File: src/rtl/sram_like_arbiter.sv
// N-channel SRAM-like arbiter with an in-order tag FIFO that routes data_ok/rdata back to the issuing channel.
// Define SRAM_ARB_FIXED_PRIO_EN for fixed priority (lowest index wins); the default build is round-robin.
module sram_like_arbiter #(
  parameter int NUM_CH          = 2,
  parameter int ADDR_W          = 32,
  parameter int DATA_W          = 32,
  parameter int MAX_OUTSTANDING = 4
) (
  input  logic                           clk,
  input  logic                           resetn,
  input  logic [NUM_CH-1:0]              ch_req,
  input  logic [NUM_CH-1:0]              ch_wr,
  input  logic [2*NUM_CH-1:0]            ch_size,
  input  logic [NUM_CH*DATA_W/8-1:0]     ch_wstrb,
  input  logic [NUM_CH*ADDR_W-1:0]       ch_addr,
  input  logic [NUM_CH*DATA_W-1:0]       ch_wdata,
  output logic [NUM_CH-1:0]              ch_addr_ok,
  output logic [NUM_CH-1:0]              ch_data_ok,
  output logic [DATA_W-1:0]              ch_rdata,
  output logic                           mem_req,
  output logic                           mem_wr,
  output logic [1:0]                     mem_size,
  output logic [DATA_W/8-1:0]            mem_wstrb,
  output logic [ADDR_W-1:0]              mem_addr,
  output logic [DATA_W-1:0]              mem_wdata,
  input  logic                           mem_addr_ok,
  input  logic                           mem_data_ok,
  input  logic [DATA_W-1:0]              mem_rdata,
  output logic [$clog2(MAX_OUTSTANDING):0] ost_cnt,
  output logic                           err_unexp
);

  localparam int CW = $clog2(NUM_CH);
  localparam int PW = $clog2(MAX_OUTSTANDING);
  localparam int SW = DATA_W / 8;

  logic [ADDR_W-1:0] addr_a  [NUM_CH];
  logic [DATA_W-1:0] wdata_a [NUM_CH];
  logic [SW-1:0]     wstrb_a [NUM_CH];
  logic [1:0]        size_a  [NUM_CH];

  logic [CW-1:0] grant;
  logic [CW-1:0] grant_free;
  logic          lock_q, lock_d;
  logic [CW-1:0] lock_ch_q, lock_ch_d;
  logic [PW:0]   cnt_q, cnt_d;
  logic [PW-1:0] wr_ptr_q, rd_ptr_q;
  logic          err_q;
  logic          full, push, pop;
  logic [CW-1:0] head_tag;
  logic [CW-1:0] tag_mem [MAX_OUTSTANDING];

  genvar gi;
  generate
    for (gi = 0; gi < NUM_CH; gi++) begin : g_unpack
      assign addr_a[gi]  = ch_addr[gi*ADDR_W +: ADDR_W];
      assign wdata_a[gi] = ch_wdata[gi*DATA_W +: DATA_W];
      assign wstrb_a[gi] = ch_wstrb[gi*SW +: SW];
      assign size_a[gi]  = ch_size[2*gi +: 2];
      assign ch_addr_ok[gi] = push & (grant == CW'(gi));
      assign ch_data_ok[gi] = pop & (head_tag == CW'(gi));
    end
  endgenerate

`ifdef SRAM_ARB_FIXED_PRIO_EN
  always_comb begin
    grant_free = '0;
    for (int i = NUM_CH - 1; i >= 0; i--) begin
      if (ch_req[i]) grant_free = CW'(i);
    end
  end
`else
  logic [CW-1:0] rr_ptr_q, rr_ptr_d;
  logic [CW:0]   rr_idx;
  logic          rr_found;

  // Scan from rr_ptr upward, wrapping, and take the first requester.
  always_comb begin
    grant_free = '0;
    rr_found   = 1'b0;
    rr_idx     = '0;
    for (int i = 0; i < NUM_CH; i++) begin
      rr_idx = {1'b0, rr_ptr_q} + (CW+1)'(i);
      if (rr_idx >= (CW+1)'(NUM_CH)) rr_idx = rr_idx - (CW+1)'(NUM_CH);
      if (!rr_found && ch_req[rr_idx[CW-1:0]]) begin
        grant_free = rr_idx[CW-1:0];
        rr_found   = 1'b1;
      end
    end
  end

  always_comb begin
    rr_ptr_d = rr_ptr_q;
    if (push) rr_ptr_d = (grant == CW'(NUM_CH - 1)) ? '0 : grant + 1'b1;
  end

  always_ff @(posedge clk or negedge resetn) begin
    if (!resetn) rr_ptr_q <= '0;
    else         rr_ptr_q <= rr_ptr_d;
  end
`endif

  assign grant   = lock_q ? lock_ch_q : grant_free;
  assign full    = (cnt_q == (PW+1)'(MAX_OUTSTANDING));
  assign mem_req = (|ch_req) & ~full;
  assign push    = mem_req & mem_addr_ok;
  assign pop     = mem_data_ok & (cnt_q != '0);
  assign head_tag = tag_mem[rd_ptr_q];
  assign ch_rdata = mem_rdata;
  assign ost_cnt  = cnt_q;
  assign err_unexp = err_q;

  always_comb begin
    mem_wr    = 1'b0;
    mem_size  = '0;
    mem_wstrb = '0;
    mem_addr  = '0;
    mem_wdata = '0;
    for (int i = 0; i < NUM_CH; i++) begin
      if (mem_req && grant == CW'(i)) begin
        mem_wr    = ch_wr[i];
        mem_size  = size_a[i];
        mem_wstrb = wstrb_a[i];
        mem_addr  = addr_a[i];
        mem_wdata = wdata_a[i];
      end
    end
  end

  // A pending, unaccepted request pins the grant so its payload stays stable.
  always_comb begin
    lock_d    = mem_req & ~mem_addr_ok;
    lock_ch_d = lock_d ? grant : lock_ch_q;
  end

  always_comb begin
    cnt_d = cnt_q;
    case ({push, pop})
      2'b10:   cnt_d = cnt_q + 1'b1;
      2'b01:   cnt_d = cnt_q - 1'b1;
      default: cnt_d = cnt_q;
    endcase
  end

  always_ff @(posedge clk or negedge resetn) begin
    if (!resetn) begin
      lock_q    <= 1'b0;
      lock_ch_q <= '0;
      cnt_q     <= '0;
      wr_ptr_q  <= '0;
      rd_ptr_q  <= '0;
      err_q     <= 1'b0;
    end else begin
      lock_q    <= lock_d;
      lock_ch_q <= lock_ch_d;
      cnt_q     <= cnt_d;
      if (push) wr_ptr_q <= wr_ptr_q + 1'b1;
      if (pop)  rd_ptr_q <= rd_ptr_q + 1'b1;
      if (mem_data_ok && cnt_q == '0) err_q <= 1'b1;
    end
  end

  // Tag storage needs no reset: entries are only read between push and pop.
  always_ff @(posedge clk) begin
    if (push) tag_mem[wr_ptr_q] <= grant;
  end

endmodule

File: config.mk
export PLATFORM = sky130hd
export DESIGN_NAME = sram_like_arbiter
export DESIGN_NICKNAME = d
export VERILOG_FILES = /design/src/rtl/sram_like_arbiter.sv
export SDC_FILE = /design/constraint.sdc
export NUM_CORES = 1
export LEC_CHECK = 0
export ABC_CLOCK_PERIOD_IN_PS = 2300
export BUFFER_PORTS_ARGS = -buffer_cell sky130_fd_sc_hd__buf_2
export CAP_MARGIN = 20
export CORE_AREA = 5 5 110 112
export DETAILED_ROUTE_END_ITERATION = 10
export DIE_AREA = 0 0 115 117
export PLACE_DENSITY = 0.6
export SKIP_CTS_REPAIR_TIMING = 1
export SLEW_MARGIN = 20
export SYNTH_ARGS = -nofsm -noshare
export SYNTH_HDL_FRONTEND = slang
export SYNTH_SLANG_ARGS = --single-unit
export TNS_END_PERCENT = 5
File: constraint.sdc
create_clock -name clk -period 2.3 [get_ports clk]
set_input_delay 0.115 -clock clk [delete_from_list [all_inputs] [get_ports clk]]
set_output_delay 0.115 -clock clk [all_outputs]
set_load 0.02 [all_outputs]
==> results.sh <==
export IMPL_status="complete, no violations"
export IMPL_total_power_uw=3990
export IMPL_r2r_cells=9
export IMPL_dr_pass1_iters=4
export IMPL_die_area_um2=13500
export IMPL_hp_start="mem_data_ok"
export IMPL_antenna_cells=0
export IMPL_grt_start_max_net_pins=146
export IMPL_r2r_start="ost_cnt[0]"
export IMPL_core_area_um2=11100
export IMPL_dp_cells=653
export IMPL_fp_dieW_um=115
export IMPL_vias=3049
export IMPL_syn_inst=349
export IMPL_rr_endpoint="ost_cnt[2]"
export IMPL_grt_ovfl_total=0
export IMPL_period_needed_ps=2160
export IMPL_fp_dieH_um=117
export IMPL_cp_data_required_time_ps=2460
export IMPL_r2r_slack_ps=140
export IMPL_whs_endpoint="err_unexp"
export IMPL_io_buffers=227
export IMPL_path_max_fanout=10
export IMPL_htreeDepth=1
export IMPL_rsz0062_at_grt="false"
export IMPL_startpoint="ost_cnt[0]"
export IMPL_synth_area_um2=2680
export IMPL_stdcell_area_um2=3720
export IMPL_start_kind="flip-flop"
export IMPL_power_density_nw_per_um2=1070
export IMPL_syn_to_final_growth_pct=38.7
export IMPL_final_cell_count_no_fill=658
export IMPL_path_clk_slew_ps=50
export IMPL_rows=39
export IMPL_yosysWarnings=0
export IMPL_cts_buffers_inserted=3
export IMPL_finalHoldViolCount=0
export IMPL_cts_buffer_depth=2
export IMPL_max_freq_mhz=463
export IMPL_max_cap_viol_count=0
export IMPL_grt_pass1_vias=2677
export IMPL_slew_viol_final=0
export IMPL_hold_depth=2
export IMPL_wirelength_um=8730
export IMPL_fin_skew_ps=0.802
export IMPL_wl_per_cell_um=13.3
export IMPL_io_pins=292
export IMPL_track_usage=0.109
export IMPL_worstSetupPathType="reg -> reg"
export IMPL_antenna_found_initial=1
export IMPL_numClockSinks=15
export IMPL_critPathCaptureType="flip-flop"
export IMPL_drt_initial_drc_count=145
export IMPL_syn_num_nets=535
export IMPL_place_area_um2=3630
export IMPL_worst_pin_slew_ps=635
export IMPL_grt_pass1_wl_um=12500
export IMPL_yosysSeqAreaShare=0.148
export IMPL_clk_latency_ps=240
export IMPL_final_nets=702
export IMPL_finalSetupViolCount=0
export IMPL_initial_core_util=0.241
export IMPL_hpwlAfterDp_um=6850
export IMPL_p_leak_uw=0.00222
export IMPL_place_gp_congestion=0.774
export IMPL_finalSetupTns_ps=0
export IMPL_final_period_utilization=0.940
export IMPL_cts_root_buffer="clkbuf_16"
export IMPL_syn_avg_cell_area_um2=7.68
export IMPL_ant_nets=0
export IMPL_drive_gt1_frac=0.478
export IMPL_vias_per_cell=4.63
export IMPL_n_fill_cell=1172
export IMPL_max_slew_margin_rel=0.577
export IMPL_synth_seq_cells=15
export IMPL_drc=0
export IMPL_synth_cell_type_count=32
export IMPL_min_path_type="in -> reg"
export IMPL_cts_tree="done"
export IMPL_arrival_ps=2320
export IMPL_ir_worst_vdd_mv=0.766
-- sequential cells by signal, summed over array words and instances (netlist names) --
name and count:
err_unexp 1, lock_ch_q 1, wr_ptr_q 2, rr_ptr_q 1, ost_cnt 3, lock_q 1, rd_ptr_q 2, tag_mem 4
-- per-layer routing --
metal | track usage | up-vias | wire [um]
met1 | 0.140 | 1344 | 3430
met3 | 0.0334 | 10 | 925
li1 | - | 1544 | -
met2 | 0.185 | 149 | 4280
met4 | 0.0180 | 2 | 76
met5 | 0 | - | 13
-- cell type report --
cell class | instances | area, um^2 | share of cell area
inverter | 7 | 26.3 | 0.00707
timing repair buffer | 235 | 1250 | 0.336
sequential | 15 | 395 | 0.106
tap | 143 | 179 | 0.0481
multi-input combinational | 254 | 1790 | 0.481
clock buffer | 4 | 78.8 | 0.0212
-- worst max-delay path by stage --
stage,endpoint,slack (ps),cells after the start
after floorplan,ost_cnt[2],2,10
after global placement,ost_cnt[2],170,9
after detailed placement,ost_cnt[2],110,9
after CTS,ost_cnt[2],90,9
after global routing,ost_cnt[2],20,9
final,ost_cnt[2],140,9
-- cells in the final DEF, fill, tap and decap left out --
cell type and instances:
nor2_1 1, edfxtp_1 4, mux2i_1 71, dlygate4sd3_1 1, a21o_1 1, dfrtp_1 11, o31a_1 1, o21ba_2 1
or2_4 1, inv_1 7, and2_4 1, xor2_1 3, and3_4 1, xnor2_1 3, buf_12 4, nor2b_1 3
a22oi_2 1, clkbuf_1 1, nand3_1 142, fa_1 1, a21oi_1 2, buf_4 3, mux2_4 2, clkbuf_16 3
buf_2 227, ha_1 5, mux4_2 1, and2_1 7, nand2b_1 1, nor3_1 1, o21ai_0 1, nand2_1 2
or3b_4 1
-- synthesized netlist by cell type --
library cell | n | area [um^2]
clkbuf_1 | 14 | 52.6
buf_1 | 2 | 7.51
buf_4 | 32 | 240
mux2i_1 | 71 | 711
ha_1 | 5 | 62.6
a21oi_1 | 2 | 10.0
or2_2 | 1 | 6.26
buf_6 | 8 | 90.1
nor2b_1 | 3 | 18.8
nor2_1 | 1 | 3.75
mux4_2 | 1 | 22.5
edfxtp_1 | 4 | 120
o31a_1 | 1 | 8.76
a21o_1 | 1 | 7.51
or3b_1 | 1 | 8.76
inv_1 | 7 | 26.3
buf_2 | 17 | 85.1
a22oi_2 | 1 | 12.5
fa_1 | 1 | 20.0
and2_1 | 7 | 43.8
dfrtp_1 | 11 | 275
and2_4 | 1 | 8.76
xnor2_1 | 3 | 26.3
nand3_1 | 142 | 711
nor3_1 | 1 | 5.00
and3_4 | 1 | 11.3
o21ai_0 | 1 | 5.00
o21ba_2 | 1 | 10.0
mux2_4 | 2 | 30.0
xor2_1 | 3 | 26.3
nand2_1 | 2 | 7.51
nand2b_1 | 1 | 6.26
-- where the power goes --
| part | internal (uW) | leakage [uW] | switching (uW) |
|---|---|---|---|
| combinational | 1260 | 0.00202 | 1940 |
| clock | 235 | 0.0000382 | 104 |
| sequential | 391 | 0.000163 | 66.8 |
| total | 1880 | 0.00222 | 2110 |
-- logic make-up after synthesis --
group / after synthesis / synth area share
simple gates: 161 / 0.310
buf+inv: 80 / 0.187
mux: 74 / 0.285
flops: 15 / 0.148
compound gates: 7 / 0.0201
xor+xnor: 6 / 0.0196
fa+ha+maj: 6 / 0.0308
-- critical path, cell delays in order (launching register included) --
cell and delay [ps]:
dfrtp_1 370, or3b_4 420, and3_4 200, inv_1 60, ha_1 180, inv_1 60, fa_1 370, xor2_1 150
nor2_1 110, xor2_1 160
-- per-stage QoR --
step                utilization  setup WS (ps)  hold WS, ps
detailed placement        0.326            107        -3.57
floorplan                     -           1.69         -181
global placement          0.326            168        -5.88
global route              0.334           18.4         86.7
CTS                       0.333           87.3         -268
finish                    0.334            138         92.2
Power figures use the tool's default switching activity.
